$ cat src/rtl/fetch_pkg.sv
// Shared definitions for the fetch stage.
//   XLEN_DEF / ILEN_DEF : default PC and instruction widths
//   RESET_PC_DEF        : PC loaded on reset
//   NOP_INSTR           : canonical NOP (addi x0, x0, 0)
//   fetch_entry_t       : {pc, instr} pair as held in the instruction queue
package fetch_pkg;

  localparam int XLEN_DEF = 32;
  localparam int ILEN_DEF = 32;

  localparam logic [XLEN_DEF-1:0] RESET_PC_DEF = 32'h0000_0000;
  localparam logic [ILEN_DEF-1:0] NOP_INSTR    = 32'h0000_0013;

  typedef struct packed {
    logic [XLEN_DEF-1:0] pc;
    logic [ILEN_DEF-1:0] instr;
  } fetch_entry_t;

endpackage

$ cat src/rtl/fetch_fifo.sv
// Generic synchronous FIFO with flush.
//   clk, rst           : clock, synchronous active-high reset (pointers only)
//   push, push_data    : write request and payload
//   pop, pop_data      : read request and current head (first-word fall-through)
//   flush              : drop all entries this cycle
//   full, empty, count : occupancy status
// DEPTH must be a power of two >= 2; pointers carry one extra wrap bit so
// full and empty are distinguishable without a separate counter.
module fetch_fifo #(
  parameter  int DATA_W = 64,
  parameter  int DEPTH  = 4,
  localparam int AW     = $clog2(DEPTH),
  localparam int CW     = $clog2(DEPTH + 1)
) (
  input  logic              clk,
  input  logic              rst,
  input  logic              push,
  input  logic [DATA_W-1:0] push_data,
  input  logic              pop,
  output logic [DATA_W-1:0] pop_data,
  input  logic              flush,
  output logic              full,
  output logic              empty,
  output logic [CW-1:0]     count
);

  logic [DATA_W-1:0] mem [DEPTH];
  logic [AW:0]       wr_ptr;
  logic [AW:0]       rd_ptr;
  logic              do_push;
  logic              do_pop;

  assign empty = (wr_ptr == rd_ptr);
  assign full  = (wr_ptr[AW] != rd_ptr[AW]) && (wr_ptr[AW-1:0] == rd_ptr[AW-1:0]);
  assign count = CW'(wr_ptr - rd_ptr);

  // A pop frees the head slot in the same cycle, so push while full is fine
  // when it is paired with a pop.
  assign do_pop  = pop & ~empty;
  assign do_push = push & (~full | do_pop);

  assign pop_data = mem[rd_ptr[AW-1:0]];

  always_ff @(posedge clk) begin
    if (rst || flush) begin
      wr_ptr <= '0;
      rd_ptr <= '0;
    end else begin
      if (do_push) wr_ptr <= wr_ptr + 1'b1;
      if (do_pop)  rd_ptr <= rd_ptr + 1'b1;
    end
  end

  always_ff @(posedge clk) begin
    if (do_push) mem[wr_ptr[AW-1:0]] <= push_data;
  end

  overflow_chk: assert property (@(posedge clk) disable iff (rst)
    !(push && full && !pop && !flush));

endmodule

$ cat src/rtl/fetch_queue_stage.sv
// Fetch stage with an instruction queue and multiple outstanding cache requests.
//   clk_i, rst_i          : clock, synchronous active-high reset
//   bellek_istek_o/ps_o   : fetch request valid / address (current PC)
//   bellek_hazir_i        : cache accepts the request this cycle
//   bellek_gecerli_i/deger_i : in-order response valid / instruction word
//   coz_buyruk_o/ps_o     : queue head instruction / its PC
//   coz_buyruk_gecerli_o  : queue head valid
//   coz_bos_i             : decode ready (pop = valid & ready)
//   yurut_ps_i            : branch target
//   yurut_ps_gecerli_i    : branch resolved
//   yurut_atladi_i        : branch taken (redirect = resolved & taken)
module fetch_queue_stage
  import fetch_pkg::*;
#(
  parameter int              XLEN            = XLEN_DEF,
  parameter int              ILEN            = ILEN_DEF,
  parameter int              QUEUE_DEPTH     = 4,
  parameter int              MAX_OUTSTANDING = 2,
  parameter logic [XLEN-1:0] RESET_PC        = XLEN'(RESET_PC_DEF)
) (
  input  logic            clk_i,
  input  logic            rst_i,
  output logic            bellek_istek_o,
  output logic [XLEN-1:0] bellek_ps_o,
  input  logic            bellek_hazir_i,
  input  logic            bellek_gecerli_i,
  input  logic [ILEN-1:0] bellek_deger_i,
  output logic [ILEN-1:0] coz_buyruk_o,
  output logic [XLEN-1:0] coz_ps_o,
  output logic            coz_buyruk_gecerli_o,
  input  logic            coz_bos_i,
  input  logic [XLEN-1:0] yurut_ps_i,
  input  logic            yurut_ps_gecerli_i,
  input  logic            yurut_atladi_i
);

  localparam int OW        = $clog2(MAX_OUTSTANDING + 1);
  localparam int QW        = $clog2(QUEUE_DEPTH + 1);
  localparam int TAG_DEPTH = (MAX_OUTSTANDING < 2) ? 2 : (1 << $clog2(MAX_OUTSTANDING));
  localparam int TW        = $clog2(TAG_DEPTH + 1);

  typedef struct packed {
    logic [XLEN-1:0] pc;
    logic [ILEN-1:0] instr;
  } entry_t;

  logic [XLEN-1:0] pc;
  logic [OW-1:0]   pending;
  logic [OW-1:0]   discard;

  logic            redirect;
  logic            credit_ok;
  logic            room_ok;
  logic            accept;
  logic            resp;
  logic            resp_live;
  logic            q_pop;

  logic [XLEN-1:0] tag_head;
  logic            tag_full;
  logic            tag_empty;
  logic [TW-1:0]   tag_count;

  entry_t          q_head;
  logic            q_full;
  logic            q_empty;
  logic [QW-1:0]   q_count;

  assign redirect = yurut_ps_gecerli_i & yurut_atladi_i;

  // Credit rule: in-flight (live + doomed) requests bounded by MAX_OUTSTANDING,
  // and queue space is reserved for every live request, so the queue cannot overflow.
  assign credit_ok = (int'(pending) + int'(discard)) < MAX_OUTSTANDING;
  assign room_ok   = (int'(q_count) + int'(pending)) < QUEUE_DEPTH;

  assign bellek_istek_o = ~rst_i & ~redirect & credit_ok & room_ok;
  assign bellek_ps_o    = pc;
  assign accept         = bellek_istek_o & bellek_hazir_i;

  // Responses with nothing outstanding are ignored (pre-reset leftovers).
  assign resp      = ~rst_i & bellek_gecerli_i & ((pending != '0) | (discard != '0));
  // Only the oldest doomed responses are dropped; after those, responses are live.
  assign resp_live = resp & ~redirect & (discard == '0);

  assign coz_buyruk_gecerli_o = ~rst_i & ~redirect & ~q_empty;
  assign coz_buyruk_o         = rst_i ? '0 : q_head.instr;
  assign coz_ps_o             = rst_i ? '0 : q_head.pc;
  assign q_pop                = coz_buyruk_gecerli_o & coz_bos_i;

  // Issue / response bookkeeping
  always_ff @(posedge clk_i) begin
    if (rst_i) begin
      pc      <= RESET_PC;
      pending <= '0;
      discard <= '0;
    end else if (redirect) begin
      // Everything still in flight becomes doomed; a response arriving now
      // retires one of them immediately.
      pc      <= yurut_ps_i;
      pending <= '0;
      discard <= discard + pending - OW'(resp);
    end else begin
      if (accept) pc <= pc + XLEN'(4);
      pending <= pending + OW'(accept) - OW'(resp_live);
      discard <= discard - OW'(resp & (discard != '0));
    end
  end

  // In-flight PC tags, consumed in order as live responses return
  fetch_fifo #(
    .DATA_W (XLEN),
    .DEPTH  (TAG_DEPTH)
  ) u_tag_fifo (
    .clk       (clk_i),
    .rst       (rst_i),
    .push      (accept),
    .push_data (pc),
    .pop       (resp_live),
    .pop_data  (tag_head),
    .flush     (redirect),
    .full      (tag_full),
    .empty     (tag_empty),
    .count     (tag_count)
  );

  // Instruction queue toward decode
  fetch_fifo #(
    .DATA_W ($bits(entry_t)),
    .DEPTH  (QUEUE_DEPTH)
  ) u_instr_queue (
    .clk       (clk_i),
    .rst       (rst_i),
    .push      (resp_live),
    .push_data ({tag_head, bellek_deger_i}),
    .pop       (q_pop),
    .pop_data  (q_head),
    .flush     (redirect),
    .full      (q_full),
    .empty     (q_empty),
    .count     (q_count)
  );

  tag_sync_chk: assert property (@(posedge clk_i) disable iff (rst_i)
    int'(tag_count) == int'(pending));
  tag_ovf_chk: assert property (@(posedge clk_i) disable iff (rst_i)
    !(accept && tag_full));
  tag_udf_chk: assert property (@(posedge clk_i) disable iff (rst_i)
    !(resp_live && tag_empty));
  q_ovf_chk: assert property (@(posedge clk_i) disable iff (rst_i)
    !(resp_live && q_full && !q_pop));

endmodule

$ cat config.mk
export PLATFORM = sky130hd
export DESIGN_NAME = fetch_queue_stage
export DESIGN_NICKNAME = d
export VERILOG_FILES = /design/src/rtl/fetch_pkg.sv /design/src/rtl/fetch_fifo.sv /design/src/rtl/fetch_queue_stage.sv
export SDC_FILE = /design/constraint.sdc
export NUM_CORES = 1
export LEC_CHECK = 0
export ABC_AREA = 1
export CORE_MARGIN = 8
export CORE_UTILIZATION = 40
export DETAILED_ROUTE_END_ITERATION = 8
export HOLD_SLACK_MARGIN = 0.05
export PLACE_DENSITY_LB_ADDON = 0.1
export SLEW_MARGIN = 20
export SYNTH_ARGS = -nofsm -noshare
export SYNTH_HDL_FRONTEND = slang
export SYNTH_SLANG_ARGS = --single-unit
$ cat constraint.sdc
create_clock -name clk_i -period 7.35 [get_ports clk_i]
set_clock_uncertainty 0.15 [all_clocks]
set_input_delay 1.47 -clock clk_i [delete_from_list [all_inputs] [get_ports clk_i]]
set_output_delay 1.47 -clock clk_i [all_outputs]
set_load 0.01 [all_outputs]
==> impl_results.md <==
- Period minus WS final: 4941 ps
- Antenna Nets Post-Route: 0
- Wirelength, routed: 38660 µm
- Post-Syn Area: 0.01564 mm²
- Starting Density: 0.4048
- Port-buffer cells: 168
- Clk pin slew, worst setup/hold paths: 60 ps
- Clock root buffer: clkbuf_16
- Worst setup path class: reg2out
- Status: finished clean
- Largest net degree at the start of global routing: 96
- Register area share after synthesis: 0.6770
- GRT Overall Usage: 0.1669
- DR DRC count: 0
- HPWL after DPL: 23590 µm
- Worst slew margin relative to its limit: 0.2772
- Inserted Diodes: 0
- Global placement routability congestion: 0.8409
- Highest clock rate: 202.4 MHz
- Adder-cell share of the synthesized area: 0.01456
- Fin area: 0.01898 mm²
- Largest family of logic cells by synthesized area: simple AND/OR/NAND/NOR gates
- DRT Pass-1 Iters: 5
- Fill cell count: 3509
- Number of global-route vias before repair: 10454
- Syn Nets: 1504
- Fin nets: 1657
- Width of the die: 213.8 µm
- H-tree levels: 2
- Dpl cell area: 0.01780 mm²
- Row cnt: 72
- Iter 0 DRT Violations: 705
- Post-CTS Resized: 0
- Proportion of synthesized area in mux cells: 0.02496
- Synth Instances: 1416
- Netlist cell types: 39
- Commonest non-fill, non-tap cell in the layout: nor2_1
- CTS tree: yes
- I/O pin count: 169
- Grt total ovfl: 0
- Post-synthesis compound-gate area fraction: 0.09167
- Pwr dens: 238.7 mW/mm²
- Hold Path Class: reg2reg
- Maximum vdd drop: 170.4 µV
- RSZ-0062 raised after global routing: false
- CTS sink cnt: 369
- Chip height: 213.8 µm
- Routed len/inst: 18.31 µm
- Required time of the critical path: 5730 ps
- Die Area: 0.04569 mm²
- Core Area: 0.03865 mm²
- Commonest cells after routing, fill and taps aside: 361 x nor2_1, 320 x edfxtp_1, 167 x clkdlybuf4s50_1
- CTS hold repair buffers: 0
- First-pass GRT wire length: 59660 µm
- Vias: 10497
- Area grow syn2layout: 21.33%
- Pleak: 6.408 nW
- Fin crit share: 0.6723
- Max cap viols: 0
- Yosys warns: 0
- Post-synthesis simple-gate area fraction: 0.1524
- Startpoint types: flop
- Flop and latch count out of synthesis: 369
- Max FO, Critical Path: 95
- Post-CTS Repair Setup Buffers: 0
- XOR/XNOR Fraction of Synth Area: 0.006719
- Crit path DAT: 3320 ps
- Clk buf depth: 3
- Layout cells sized above 1: 0.08908
- Worst-margin pin slew: 1084 ps
- Clk Latency, worst-skew pair: 520 ps
- Synth Area per Inst: 11.05 µm²
- Cts bufs inserted: 39
- Max-slew violation count: 0
- Setup tns final: 0 ps
- Initial antenna violation count: 0
- Endpoint class of the critical path: primary output
- # setup viols final: 0
- Hold Vio Cnt, Final: 0
- Vias per cell: 4.970
-- metrics by stage --
| step | setup slack [ps] | cells | hold WS [ps] | power [mW] | utilization |
|---|---|---|---|---|---|
| 5_1_grt | 2069 | 2112 | 350.6 | 4.694 | 0.4911 |
| 4_1_cts | 1949 | 2112 | 339.1 | 4.580 | 0.4911 |
| 2_1_floorplan | 1640 | 1416 | 297.9 | 2.567 | - |
| 3_3_place_gp | 2217 | 2046 | 313.5 | 2.740 | 0.4606 |
| 3_5_place_dp | 2189 | 2046 | 330.4 | 2.743 | 0.4606 |
| 6_report | 2409 | 2112 | 341.3 | 4.531 | 0.4911 |
-- final cells by class --
cell class              instances  area, µm²  share of cell area
inverters                      52      197.7             0.01042
flip-flops and latches        369      10600              0.5582
multi-input cells             925       4576              0.2411
repair buffers                182       1784             0.09401
clock buffers                  54       1054             0.05551
clock inverters                12      125.1            0.006592
well taps                     518      648.1             0.03415
-- sequential cells by signal, summed over array words and instances, names as in the netlist, named ones only --
name	count
bellek_ps_o	32
discard	2
pending	2
u_instr_queue.mem	256
u_instr_queue.rd_ptr	3
u_instr_queue.wr_ptr	3
u_tag_fifo.mem	64
u_tag_fifo.rd_ptr	2
u_tag_fifo.wr_ptr	2
-- power breakdown --
group	switching [mW]	total [mW]	internal, mW	leakage (nW)
Combinational	0.177	0.323	0.146	2.54
Clock	0.763	1.83	1.07	0.564
Sequential	0.0448	2.37	2.33	3.31
Total	0.985	4.53	3.55	6.41
-- Yosys cell counts (all sizes together) --
master / count / area, µm²
o21bai: 1 / 7.510
o21ai: 161 / 809.5
nand2: 165 / 624.4
fa: 2 / 40.04
or2: 3 / 18.77
a21oi: 104 / 603.1
nand3: 37 / 205.2
ha: 15 / 187.7
nand3b: 10 / 75.07
a31oi: 1 / 6.260
xnor2: 7 / 61.31
xor2: 5 / 43.79
clkbuf: 36 / 135.1
nor2: 369 / 1403
inv: 52 / 195.2
dfxtp: 49 / 980.9
buf: 34 / 181.4
mux2: 32 / 360.4
nand4: 2 / 12.51
edfxtp: 320 / 9609
o31ai: 1 / 7.510
nor3b: 1 / 7.510
nor3: 4 / 25.02
mux2i: 3 / 30.03
and2: 2 / 12.51
-- worst max-delay path: stages (launching register included) --
cell and delay [ps]:
dfxtp_4 620, buf_4 850, nor2_1 110, nor2_1 110, o21ai_0 90, a21oi_1 330
clkdlybuf4s50_1 610
-- path summary, 6_finish.rpt --
kind | start | endpoint | slack [ps] | cells after the start
setup / recovery | flop | coz_ps_o[14] | 2410 | 6
hold / removal | u_tag_fifo.rd_ptr[1] | u_tag_fifo.rd_ptr[1] | 340 | 2
setup reg to reg | u_instr_queue.wr_ptr[0] | u_tag_fifo.mem[0][28] | 3320 | 15
hold reg to reg | u_tag_fifo.rd_ptr[1] | u_tag_fifo.rd_ptr[1] | 340 | 2
-- cells by family after synthesis --
family          count (synthesis)
compound gates                268
xor+xnor                       12
fa+ha+maj                      17
buf+inv                       122
flops                         369
mux                            35
simple gates                  593
-- per-layer routing --
layer / up-vias / part of all wire / track usage
met3: 43 / 0.065 / 0.03639
met2: 282 / 0.45 / 0.2676
met4: 0 / 0.017 / 0.03900
li1: 5179 / - / -
met5: - / 0 / 0
met1: 4993 / 0.46 / 0.2301
No activity file was read; power rests on OpenSTA's default activity.
